[config.mk]
export PLATFORM = sky130hd
export DESIGN_NAME = argmax_classifier
export DESIGN_NICKNAME = d
export VERILOG_FILES = /design/src/rtl/argmax_classifier.sv
export SDC_FILE = /design/constraint.sdc
export NUM_CORES = 1
export LEC_CHECK = 0
export CORE_ASPECT_RATIO = 1.2
export CORE_UTILIZATION = 51
export DETAILED_ROUTE_END_ITERATION = 8
export PLACE_DENSITY = 0.81
export SYNTH_ARGS = -nofsm -noshare
export SYNTH_HDL_FRONTEND = slang
export SYNTH_SLANG_ARGS = --single-unit
[constraint.sdc]
create_clock -name clk -period 6.54 [get_ports clk]
set_input_delay 1.635 -clock clk [delete_from_list [all_inputs] [get_ports clk]]
set_output_delay 1.635 -clock clk [all_outputs]
set_load 0.005 [all_outputs]
[src/rtl/argmax_classifier.sv]
// argmax_classifier: sequential argmax over up to OUTPUT_SIZE signed 8-bit scores.
// One score is compared per clock. Ties resolve to the lowest index.
// Optional macro ARGMAX_SCORE_OUT_EN adds the max_score output.
module argmax_classifier #(
  parameter int OUTPUT_SIZE = 10,
  parameter int IDX_W       = 8
) (
  input  logic                     clk,
  input  logic                     rst,
  input  logic                     in_valid,
  input  logic [OUTPUT_SIZE*8-1:0] in_vec,
  input  logic [31:0]              actual_size,
  output logic                     in_ready,
  output logic                     out_valid,
  input  logic                     out_ready,
  output logic [IDX_W-1:0]         class_idx,
  output logic                     busy,
`ifdef ARGMAX_SCORE_OUT_EN
  output logic signed [7:0]        max_score,
`endif
  output logic                     overrun
);

  localparam int NW = $clog2(OUTPUT_SIZE + 1);

  typedef enum logic [1:0] {IDLE, SCAN, DONE} state_t;

  state_t                   state_q, state_d;
  logic [OUTPUT_SIZE*8-1:0] vec_q, vec_d;
  logic [NW-1:0]            n_q, n_d;
  logic [NW-1:0]            ptr_q, ptr_d;
  logic signed [7:0]        best_q, best_d;
  logic [IDX_W-1:0]         best_idx_q, best_idx_d;
  logic                     overrun_q, overrun_d;

  logic [NW-1:0]            n_cap;
  logic signed [7:0]        elem;

  // Effective size: requested count clamped to the vector capacity
  always_comb begin
    n_cap = (actual_size > 32'(OUTPUT_SIZE)) ? NW'(OUTPUT_SIZE) : NW'(actual_size);
  end

  // Select the registered element under the scan pointer
  always_comb begin
    elem = '0;
    for (int k = 0; k < OUTPUT_SIZE; k++)
      if (ptr_q == NW'(k)) elem = vec_q[k*8 +: 8];
  end

  // Next-state, datapath update and sticky overrun
  always_comb begin
    state_d    = state_q;
    vec_d      = vec_q;
    n_d        = n_q;
    ptr_d      = ptr_q;
    best_d     = best_q;
    best_idx_d = best_idx_q;
    overrun_d  = overrun_q | (in_valid && (state_q != IDLE));
    case (state_q)
      IDLE: begin
        if (in_valid) begin
          vec_d      = in_vec;
          n_d        = n_cap;
          // An empty vector reports the most negative score so element 0 never leaks in
          best_d     = (n_cap == '0) ? 8'sh80 : $signed(in_vec[7:0]);
          best_idx_d = '0;
          ptr_d      = NW'(1);
          state_d    = (n_cap <= NW'(1)) ? DONE : SCAN;
        end
      end
      SCAN: begin
        // Strictly greater keeps the earliest index on ties
        if (elem > best_q) begin
          best_d     = elem;
          best_idx_d = IDX_W'(ptr_q);
        end
        ptr_d = ptr_q + NW'(1);
        if (ptr_q == n_q - NW'(1)) state_d = DONE;
      end
      DONE: begin
        if (out_ready) state_d = IDLE;
      end
      default: state_d = IDLE;
    endcase
  end

  // State and datapath registers
  always_ff @(posedge clk or posedge rst) begin
    if (rst) begin
      state_q    <= IDLE;
      vec_q      <= '0;
      n_q        <= '0;
      ptr_q      <= '0;
      best_q     <= '0;
      best_idx_q <= '0;
      overrun_q  <= 1'b0;
    end else begin
      state_q    <= state_d;
      vec_q      <= vec_d;
      n_q        <= n_d;
      ptr_q      <= ptr_d;
      best_q     <= best_d;
      best_idx_q <= best_idx_d;
      overrun_q  <= overrun_d;
    end
  end

  // Status and result outputs decoded from registered state
  always_comb begin
    in_ready  = (state_q == IDLE);
    out_valid = (state_q == DONE);
    busy      = (state_q != IDLE);
    class_idx = best_idx_q;
    overrun   = overrun_q;
  end

`ifdef ARGMAX_SCORE_OUT_EN
  // Running maximum doubles as the exposed score
  always_comb max_score = best_q;
`endif

endmodule

# Yosys cells after proc, flatten, opt, wreduce, memory -nomap -nowiden
# Cells that the tools add are included.
[op_classes]
addsub = 2
eq_ne = 16
n_mux = 25
magnitude_cmp = 3
n_reduce_logical = 10
bitwise = 1
[op_table]
columns = ["op", "count"]
rows = [
  ["two-way mux 8 bit", 15],
  ["> comparator 32 x 4 -> 1 bit, second input constant", 1],
  ["one-hot mux 8 bit (2 select lines)", 2],
  ["equality test 4 x 3 -> 1 bit, second input constant", 4],
  ["equality test 4 x 2 -> 1 bit, second input constant", 2],
  ["equality test 4 bit, second input constant", 2],
  ["> comparator 8 bit", 1],
  ["zero test 4 bit", 2],
  ["two-way mux 2 bit", 4],
  ["two-way mux 4 bit", 2],
  ["one-hot mux 4 bit (2 select lines)", 1],
  ["!= test 2 bit, second input constant", 3],
  ["one-hot mux 2 bit (3 select lines)", 1],
  ["AND reduction 3 bit", 2],
  ["adder 4 x 1 -> 4 bit, second input constant", 1],
  ["equality test 4 x 1 -> 1 bit, second input constant", 1],
  ["equality test 4 bit", 1],
  ["<= comparator 4 x 1 -> 1 bit, second input constant", 1],
  ["AND reduction 2 bit", 2],
  ["nonzero test 2 bit", 2],
  ["subtractor 4 x 1 -> 4 bit, second input constant", 1],
  ["equality test 2 x 1 -> 1 bit, second input constant", 1],
  ["equality test 2 bit, second input constant", 1],
  ["zero test 2 bit", 1],
  ["3 further kinds", 3],
]
[word_totals]
elab_cells = 64
output_inout_bits = 12
input_bits = 116
ff_bits = 107

# Depth between registers and ports, before layout
# Gate-level depths: netlist of run 1.
[depth]
depth_word = 14
mapped_depth = 17

# Worst setup path after synthesis of run 1
# OpenSTA, ideal clock, no wires.
[synth_path]
kind = "register -> register"
from = "register ptr_q[0]"
to = "register best_q[4]"
n_path_buf = 2
stages_incl_launch_ff = 16
period_less_slack_ps = 3268
arrival_time_ps = 3195
required_time_ps = 6467
slack_ps = 3272
path_cell_list = "dfrtp_1 > inv_1 > ha_1 > buf_4 > nand2b_4 > a311oi_1 > or4_1 > a22oi_2 > ha_1 > a21o_1 > a211oi_2 > a21oi_1 > a221oi_2 > buf_6 > a221oi_2 > a21oi_2"
[synth_via]
elab_chain_cells = 14
elab_cells_between_ends = 25
[synth_rtl]
columns = ["item", "line_no", "text"]
rows = [
  ["start: declaration", "31", "logic [NW-1:0] ptr_q, ptr_d;"],
  ["start signal: assignment", "102", "ptr_q <= ptr_d;"],
  ["zero test 4 bit", "48", "if (ptr_q == NW'(k)) elem = vec_q[k*8 +: 8];"],
  ["two-way mux 8 bit (9 in series)", "48", ""],
  ["two-way mux 8 bit *", "48", ""],
  ["> comparator 8 bit", "74", "if (elem > best_q) begin"],
  ["!= test 2 bit (no source line)", "-", ""],
  ["AND reduction 3 bit (no source line)", "-", ""],
  ["end signal: assignment", "103", "best_q <= best_d;"],
  ["end: declaration", "32", "logic signed [7:0] best_q, best_d;"],
]
# Mark *: on every way between the ends. The rest lies on a longest branch, timed or not. The select of a mux whose other input is x is not followed.
# A chain may end at the register's enable or synchronous reset.

# Worst setup path after layout of run 1
[layout_path]
from = "register ptr_q[0]"
to = "register best_q[3]"
# Same word-level chain as after synthesis.

==> results of run 1 <==
## cell families (layout without fill, tap and decap cells)
kind of cell | after synthesis | in the layout | share of synthesized area [%]
adder cells (fa/ha/maj) | 13 | 13 | 2.981
AND/OR/NAND/NOR | 328 | 328 | 25.66
XOR/XNOR | 8 | 8 | 1.284
flip-flops | 103 | 103 | 47.24
AO/OA/AOI/OAI | 116 | 116 | 16.53
other | 1 | 4 | 0.06873
buffers and inverters | 69 | 170 | 6.237
## synth_stat cells (all sizes together) (7+ instances only)
master,instances
nand2,253
dfrtp,103
a21oi,31
buf,31
inv,25
o21ai,19
nand3,16
clkbuf,13
ha,13
nor2,12
nand2b,10
a221oi,9
a22oi,8
nor4,7
## critical path: cells and delay by family (launching register included)
family                   cells  cell delay, ns
adder cells (fa/ha/maj)      2            1.08
buffers and inverters        2            0.50
AO/OA/AOI/OAI                7            1.62
AND/OR/NAND/NOR              3            1.01
flip-flops                   1            0.45
## sequential cells by signal (all words and copies together), names as in the netlist
name,flops
state_q,2
class_idx,4
n_q,4
ptr_q,4
vec_q,80
best_q,8
overrun,1
## how the worst max path moves through the flow
stage,startpoint,endpoint,slack [ns],cells after the start
after floorplan,rst,best_q[0]$_DFFE_PP0P_,2.20,1
after global placement,ptr_q[0]$_DFFE_PP0P_,best_q[3]$_DFFE_PP0P_,2.05,14
after detailed placement,ptr_q[0]$_DFFE_PP0P_,best_q[3]$_DFFE_PP0P_,1.90,14
after CTS,ptr_q[0]$_DFFE_PP0P_,best_q[3]$_DFFE_PP0P_,1.86,14
after global routing,ptr_q[0]$_DFFE_PP0P_,best_q[3]$_DFFE_PP0P_,1.52,14
final,ptr_q[0]$_DFFE_PP0P_,best_q[3]$_DFFE_PP0P_,1.80,14
## per-layer routing
layer / GRT usage (%) / vias up
li1: - / 2333
met1: 34.38 / 2305
met3: 4.034 / 49
met5: 0 / -
met2: 46.24 / 168
met4: 11.08 / 0
## stage by stage
step                setup WS, ns  cells  util [%]
global placement           2.049    855     63.69
CTS                        1.862    871     66.89
floorplan                  2.201    641         -
global route               1.518    871     66.89
detailed placement         1.903    855     63.69
finish                     1.800    871     66.89
## cell type report
class / instances / area [um2]
flip-flops and latches: 103 / 2577
clock inverters: 7 / 110.1
well taps: 129 / 161.4
multi-input cells: 469 / 2554
repair buffers: 129 / 1276
fillers: 837 / 3465
inverters: 25 / 96.34
clock buffers: 9 / 225.2
## placed cells by master (no fill, tap or decap), drive strengths merged, types with 2 or more instances in the layout
cell / instances
a31oi: 4
dfrtp: 103
o221ai: 6
nor2: 12
nand2: 253
bufinv: 2
a21oi: 31
xor2: 6
inv: 29
a21o: 4
and2: 6
nor2b: 6
a22oi: 8
nand3: 16
nand3b: 2
o211ai: 3
o21ai: 19
clkdlybuf4s50: 123
conb: 4
nor3: 3
o41a: 4
buf: 6
nor4: 7
a22o: 2
a211oi: 3
ha: 13
clkbuf: 9
a311oi: 6
a221oi: 9
a221o: 5
xnor2: 2
nand2b: 10
o31ai: 3
nand4: 4
o22ai: 6
and3b: 4
## report_power, final
group / switching, mW / leakage, nW / internal, mW
Combinational: 0.872 / 1.84 / 0.593
Sequential: 0.223 / 1.27 / 0.923
Clock: 0.255 / 0.162 / 0.345
Total: 1.35 / 3.27 / 1.86
==> flow_metrics.env, run 1 <==
export IMPL_synth_ff_latch_count=103
export IMPL_gp_congestion=0.8704
export IMPL_top_layer="met4"
export IMPL_avgSynthCellArea_um2=8.552
export IMPL_viasPerCell=5.574
export IMPL_drc=0
export IMPL_critPathLaunchType="flip-flop"
export IMPL_p_leak_nw=3.270
export IMPL_rows=41
export IMPL_grt_pass1_wl_mm=22.87
export IMPL_syn_area_um2=5456
export IMPL_critPathArrivalTime_ns=5.01
export IMPL_tightest_slew_ns=1.023
export IMPL_hold_depth=1
export IMPL_hp_start="overrun$_DFF_PP0_"
export IMPL_critPathMaxFanout=28
export IMPL_fin_skew_ns=0.007703
export IMPL_path_common_cell="ha_1"
export IMPL_ir_drop_uv=230.8
export IMPL_diodes=0
export IMPL_cts_resized_gates=0
export IMPL_rsz0062_at_grt="no"
export IMPL_slowest_stage="ha_1"
export IMPL_hpwl_mm=10.28
export IMPL_drive_gt1_share_pct=6.604
export IMPL_coreArea_um2=10470
export IMPL_num_io_pins=128
export IMPL_vias=4855
export IMPL_m1WireLength_mm=5.996
export IMPL_synth_top_area_share_pct=47.24
export IMPL_grt_max_degree=95
export IMPL_fin_crit_ns=4.740
export IMPL_wl_per_cell_um=16.51
export IMPL_power_density_nw_per_um2=458.6
export IMPL_numCtsBuffers=9
export IMPL_holdPathEnd="overrun$_DFF_PP0_"
export IMPL_netlist_instances=638
export IMPL_required_ns=6.81
export IMPL_path_cells="inv_1, ha_1, nand2b_4, a311oi_1, or4_1, a22oi_2, ha_1, a21o_1, a211oi_2, nand3_1, a221oi_2, buf_4, a221oi_1, a21oi_1"
export IMPL_drtAntennaViolNets=0
export IMPL_grt_pass1_vias=4812
export IMPL_overflow=0
export IMPL_fin_tns_setup_ns=0
export IMPL_drtPass1Iterations=6
export IMPL_max_freq_mhz=211.0
export IMPL_path_clk_slew_ns=0.08
export IMPL_yosysWarningCount=0
export IMPL_ctsHoldBuffers=0
export IMPL_cts_sinks=103
export IMPL_synth_edff_count=0
export IMPL_cts_tree="done"
export IMPL_port_buffers=123
export IMPL_place_area_um2=6665
export IMPL_cts_setup_buffers=0
export IMPL_syn_to_final_growth_pct=28.30
export IMPL_r2r_start="ptr_q[0]$_DFFE_PP0P_"
export IMPL_final_area_um2=7000
export IMPL_ff2ff_setup_slack_ns=1.80
export IMPL_final_period_utilization_pct=72.47
export IMPL_cts_max_level=3
export IMPL_cts_root_buf="clkbuf_16"
export IMPL_hold_viol=0
export IMPL_reg2reg_to="best_q[3]$_DFFE_PP0P_"
export IMPL_max_slew_margin_rel_pct=31.77
export IMPL_hp_class="flip-flop to flip-flop"
export IMPL_die_y_um=115.3
export IMPL_drt_initial_drc_count=244
export IMPL_wl_met3_um=631
export IMPL_yosysSeqAreaShare_pct=47.24
export IMPL_status="completed"
export IMPL_synthTopCellsByArea="dfrtp_1, nand2_1, ha_1"
export IMPL_synth_distinct_cells=58
export IMPL_timing_max_cap_violations=0
export IMPL_dieWidth_um=96.43
export IMPL_met2_length_mm=7.226
export IMPL_clock_latency_ns=0.34
export IMPL_grt_util_all_layers_pct=27.12
export IMPL_slew_viol_final=0
export IMPL_dieArea_um2=11120
export IMPL_ys_flop_type="dfrtp_1"
export IMPL_antenna_found_initial=0
export IMPL_end_kind="flip-flop"
export IMPL_setup_violations=0
export IMPL_clockBufferDepth=2
export IMPL_ys_async_sr_fraction_pct=100.0
export IMPL_r2r_cells=14
export IMPL_start_util_pct=52.14
export IMPL_worst_hold_slack_ns=0.4616
export IMPL_critPathKind="flip-flop to flip-flop"
export IMPL_yosysTopAreaCell="dfrtp_1"
export IMPL_layout_nets=866
export IMPL_power_total_mw=3.210
export IMPL_critPathMaxStageDelay_ns=0.79
export IMPL_wirelength_mm=14.38
Power figures use the tool's default switching activity.
==> run 2: changes to the inputs <==
- CORE_UTILIZATION: 51 -> 50
- PLACE_DENSITY: 0.81 -> 0.8
- clock period: 6.54 -> 4.45 ns (I/O delays scaled with it)
==> run 2 against run 1 <==
Net effect:
- utilization fell by 0.55 points
- sequential power rose by 47%
- cell count rose by 0.69%
- non-clock buffer count rose by 6
- via count rose by 0.49%
- critical endpoint is now best_q[1]$_DFFE_PP0P_
==> flow_metrics.env, run 2 (synthesis gave the netlist of run 1 again) <==
export IMPL_status="completed"
export IMPL_grt_util_all_layers_pct=27.32
export IMPL_ctsHoldBuffers=0
export IMPL_tightest_slew_ns=0.8203
export IMPL_antenna_found_initial=0
export IMPL_max_freq_mhz=257.4
export IMPL_rows=41
export IMPL_max_slew_margin_rel_pct=45.31
export IMPL_fin_crit_ns=3.885
export IMPL_largest_reg_flops=80
export IMPL_timing_max_cap_violations=0
export IMPL_grt_pass1_wl_mm=24.36
export IMPL_ir_drop_uv=304.6
export IMPL_cts_max_level=3
export IMPL_clock_latency_ns=0.35
export IMPL_rsz0062_at_grt="no"
export IMPL_final_period_utilization_pct=87.29
export IMPL_dieArea_um2=11340
export IMPL_clockBufferDepth=2
export IMPL_p_sw_share_pct=43.31
export IMPL_critPathLaunchType="flip-flop"
export IMPL_path_clk_slew_ns=0.07
export IMPL_regMostFlops="vec_q"
export IMPL_drtAntennaViolNets=0
export IMPL_syn_to_final_growth_pct=28.48
export IMPL_cts_setup_buffers=0
export IMPL_drt_initial_drc_count=308
export IMPL_viasPerCell=5.563
export IMPL_final_cell_mix="nand2_1, clkdlybuf4s50_1, dfrtp_1"
export IMPL_critPathMaxStageDelay_ns=0.55
export IMPL_power_density_nw_per_um2=669.5
export IMPL_dpl_worst_slack_ns=0.6237
export IMPL_critPathArrivalTime_ns=4.17
export IMPL_wirelength_mm=15.00
export IMPL_start_util_pct=51.63
export IMPL_fin_skew_ns=0.006096
export IMPL_overflow=0
export IMPL_layout_nets=872
export IMPL_layout_setup_ws_ns=0.5654
export IMPL_place_inst=861
export IMPL_critPathMaxFanout=13
export IMPL_p_seq_share_pct=36.1
export IMPL_cts_resized_gates=0
export IMPL_coreArea_um2=10570
export IMPL_path_cells="inv_1, ha_1, nand2b_4, a311oi_1, or4_1, a22oi_2, ha_1, a21o_1, a211oi_2, nand3_1, a221oi_2, buf_4, a221oi_2, a21oi_2"
export IMPL_die_y_um=116.4
export IMPL_net_switching_power_mw=2.033
export IMPL_vias=4879
export IMPL_drive_gt1_share_pct=7.353
export IMPL_power_frac_comb_pct=47.3
export IMPL_required_ns=4.73
export IMPL_num_io_pins=128
export IMPL_final_util_pct=66.34
export IMPL_slowest_stage="or4_1"
export IMPL_cts_tree="done"
export IMPL_dieWidth_um=97.37
export IMPL_cts_sinks=103
export IMPL_hold_viol=0
export IMPL_hpwl_mm=11.13
export IMPL_grt_pass1_vias=4839
export IMPL_wl_per_cell_um=17.10
export IMPL_fin_tns_setup_ns=0
export IMPL_grt_max_degree=65
export IMPL_final_common_cell="nand2_1"
export IMPL_port_buffers=123
export IMPL_hp_class="flip-flop to flip-flop"
export IMPL_p_leak_nw=3.280
export IMPL_p_clk_share_pct=16.6
export IMPL_numCtsBuffers=9
export IMPL_final_cells=877
export IMPL_end_kind="flip-flop"
export IMPL_drc=0
export IMPL_drtPass1Iterations=5
export IMPL_setup_violations=0
export IMPL_internal_power_mw=2.661
export IMPL_diodes=0
export IMPL_gp_congestion=0.9610
export IMPL_slew_viol_final=0
export IMPL_cts_root_buf="clkbuf_16"
export IMPL_critPathKind="flip-flop to flip-flop"
export IMPL_top_regs="vec_q x80, best_q x8"
[run 2: cell types whose count changed in the layout (fill, tap and decap cells not counted), sizes merged]
cell,change
bufinv,-2
clkinv,+2
buf,+6
[run 2: metrics by stage]
step	power, mW	area (um2)	hold slack [ns]
floorplan	3.215	5468	0.4369
global placement	3.800	6723	0.4378
detailed placement	3.890	6723	0.4469
CTS	4.674	7010	0.4633
global route	5.015	7010	0.4977
finish	4.693	7010	0.4641
[run 2: worst paths after layout]
check | endpoint | slack, ns | startpoint | cells past startpoint
setup / recovery | best_q[1]$_DFFE_PP0P_ | 0.57 | ptr_q[0]$_DFFE_PP0P_ | 14
setup reg to reg | best_q[1]$_DFFE_PP0P_ | 0.57 | ptr_q[0]$_DFFE_PP0P_ | 14
hold / removal | overrun$_DFF_PP0_ | 0.46 | overrun$_DFF_PP0_ | 1
max in group asynchronous | vec_q[32]$_DFFE_PP0P_ | 2.50 | rst | 3
hold reg to reg | overrun$_DFF_PP0_ | 0.46 | overrun$_DFF_PP0_ | 1
min in group asynchronous | vec_q[24]$_DFFE_PP0P_ | 1.14 | rst | 2
[run 2: power by group through the flow]
stage	logic, mW	registers (mW)	clock network [mW]
after floorplan	1.68	1.54	0
after global placement	2.11	1.69	0
after detailed placement	2.20	1.69	0
after CTS	2.21	1.69	0.780
after global routing	2.48	1.72	0.812
final	2.22	1.69	0.778
[run 2: final cells by class]
| cell class | count | area (um2) |
|---|---|---|
| fillers | 857 | 3557 |
| flip-flops and latches | 103 | 2577 |
| multi-input cells | 469 | 2554 |
| repair buffers | 135 | 1334 |
| clock buffers | 9 | 225.2 |
| well taps | 129 | 161.4 |
| inverters | 25 | 96.34 |
| clock inverters | 7 | 62.56 |
[run 2: critical path, delay by kind of cell (launching register included)]
kind	cells	cell delay, ns
AO/OA/AOI/OAI	7	1.25
AND/OR/NAND/NOR	3	0.97
adder cells (fa/ha/maj)	2	0.73
flip-flops	1	0.45
buffers and inverters	2	0.40
[run 2: routing by layer]
layer	routed length (um)	up-vias	GRT usage, %	part of all wire (%)
met5	0	-	0	0
met4	349	0	7.745	2.3
met3	867	35	4.548	5.8
met2	7677	173	48.53	51
met1	6106	2334	34.73	41
li1	-	2337	-	-
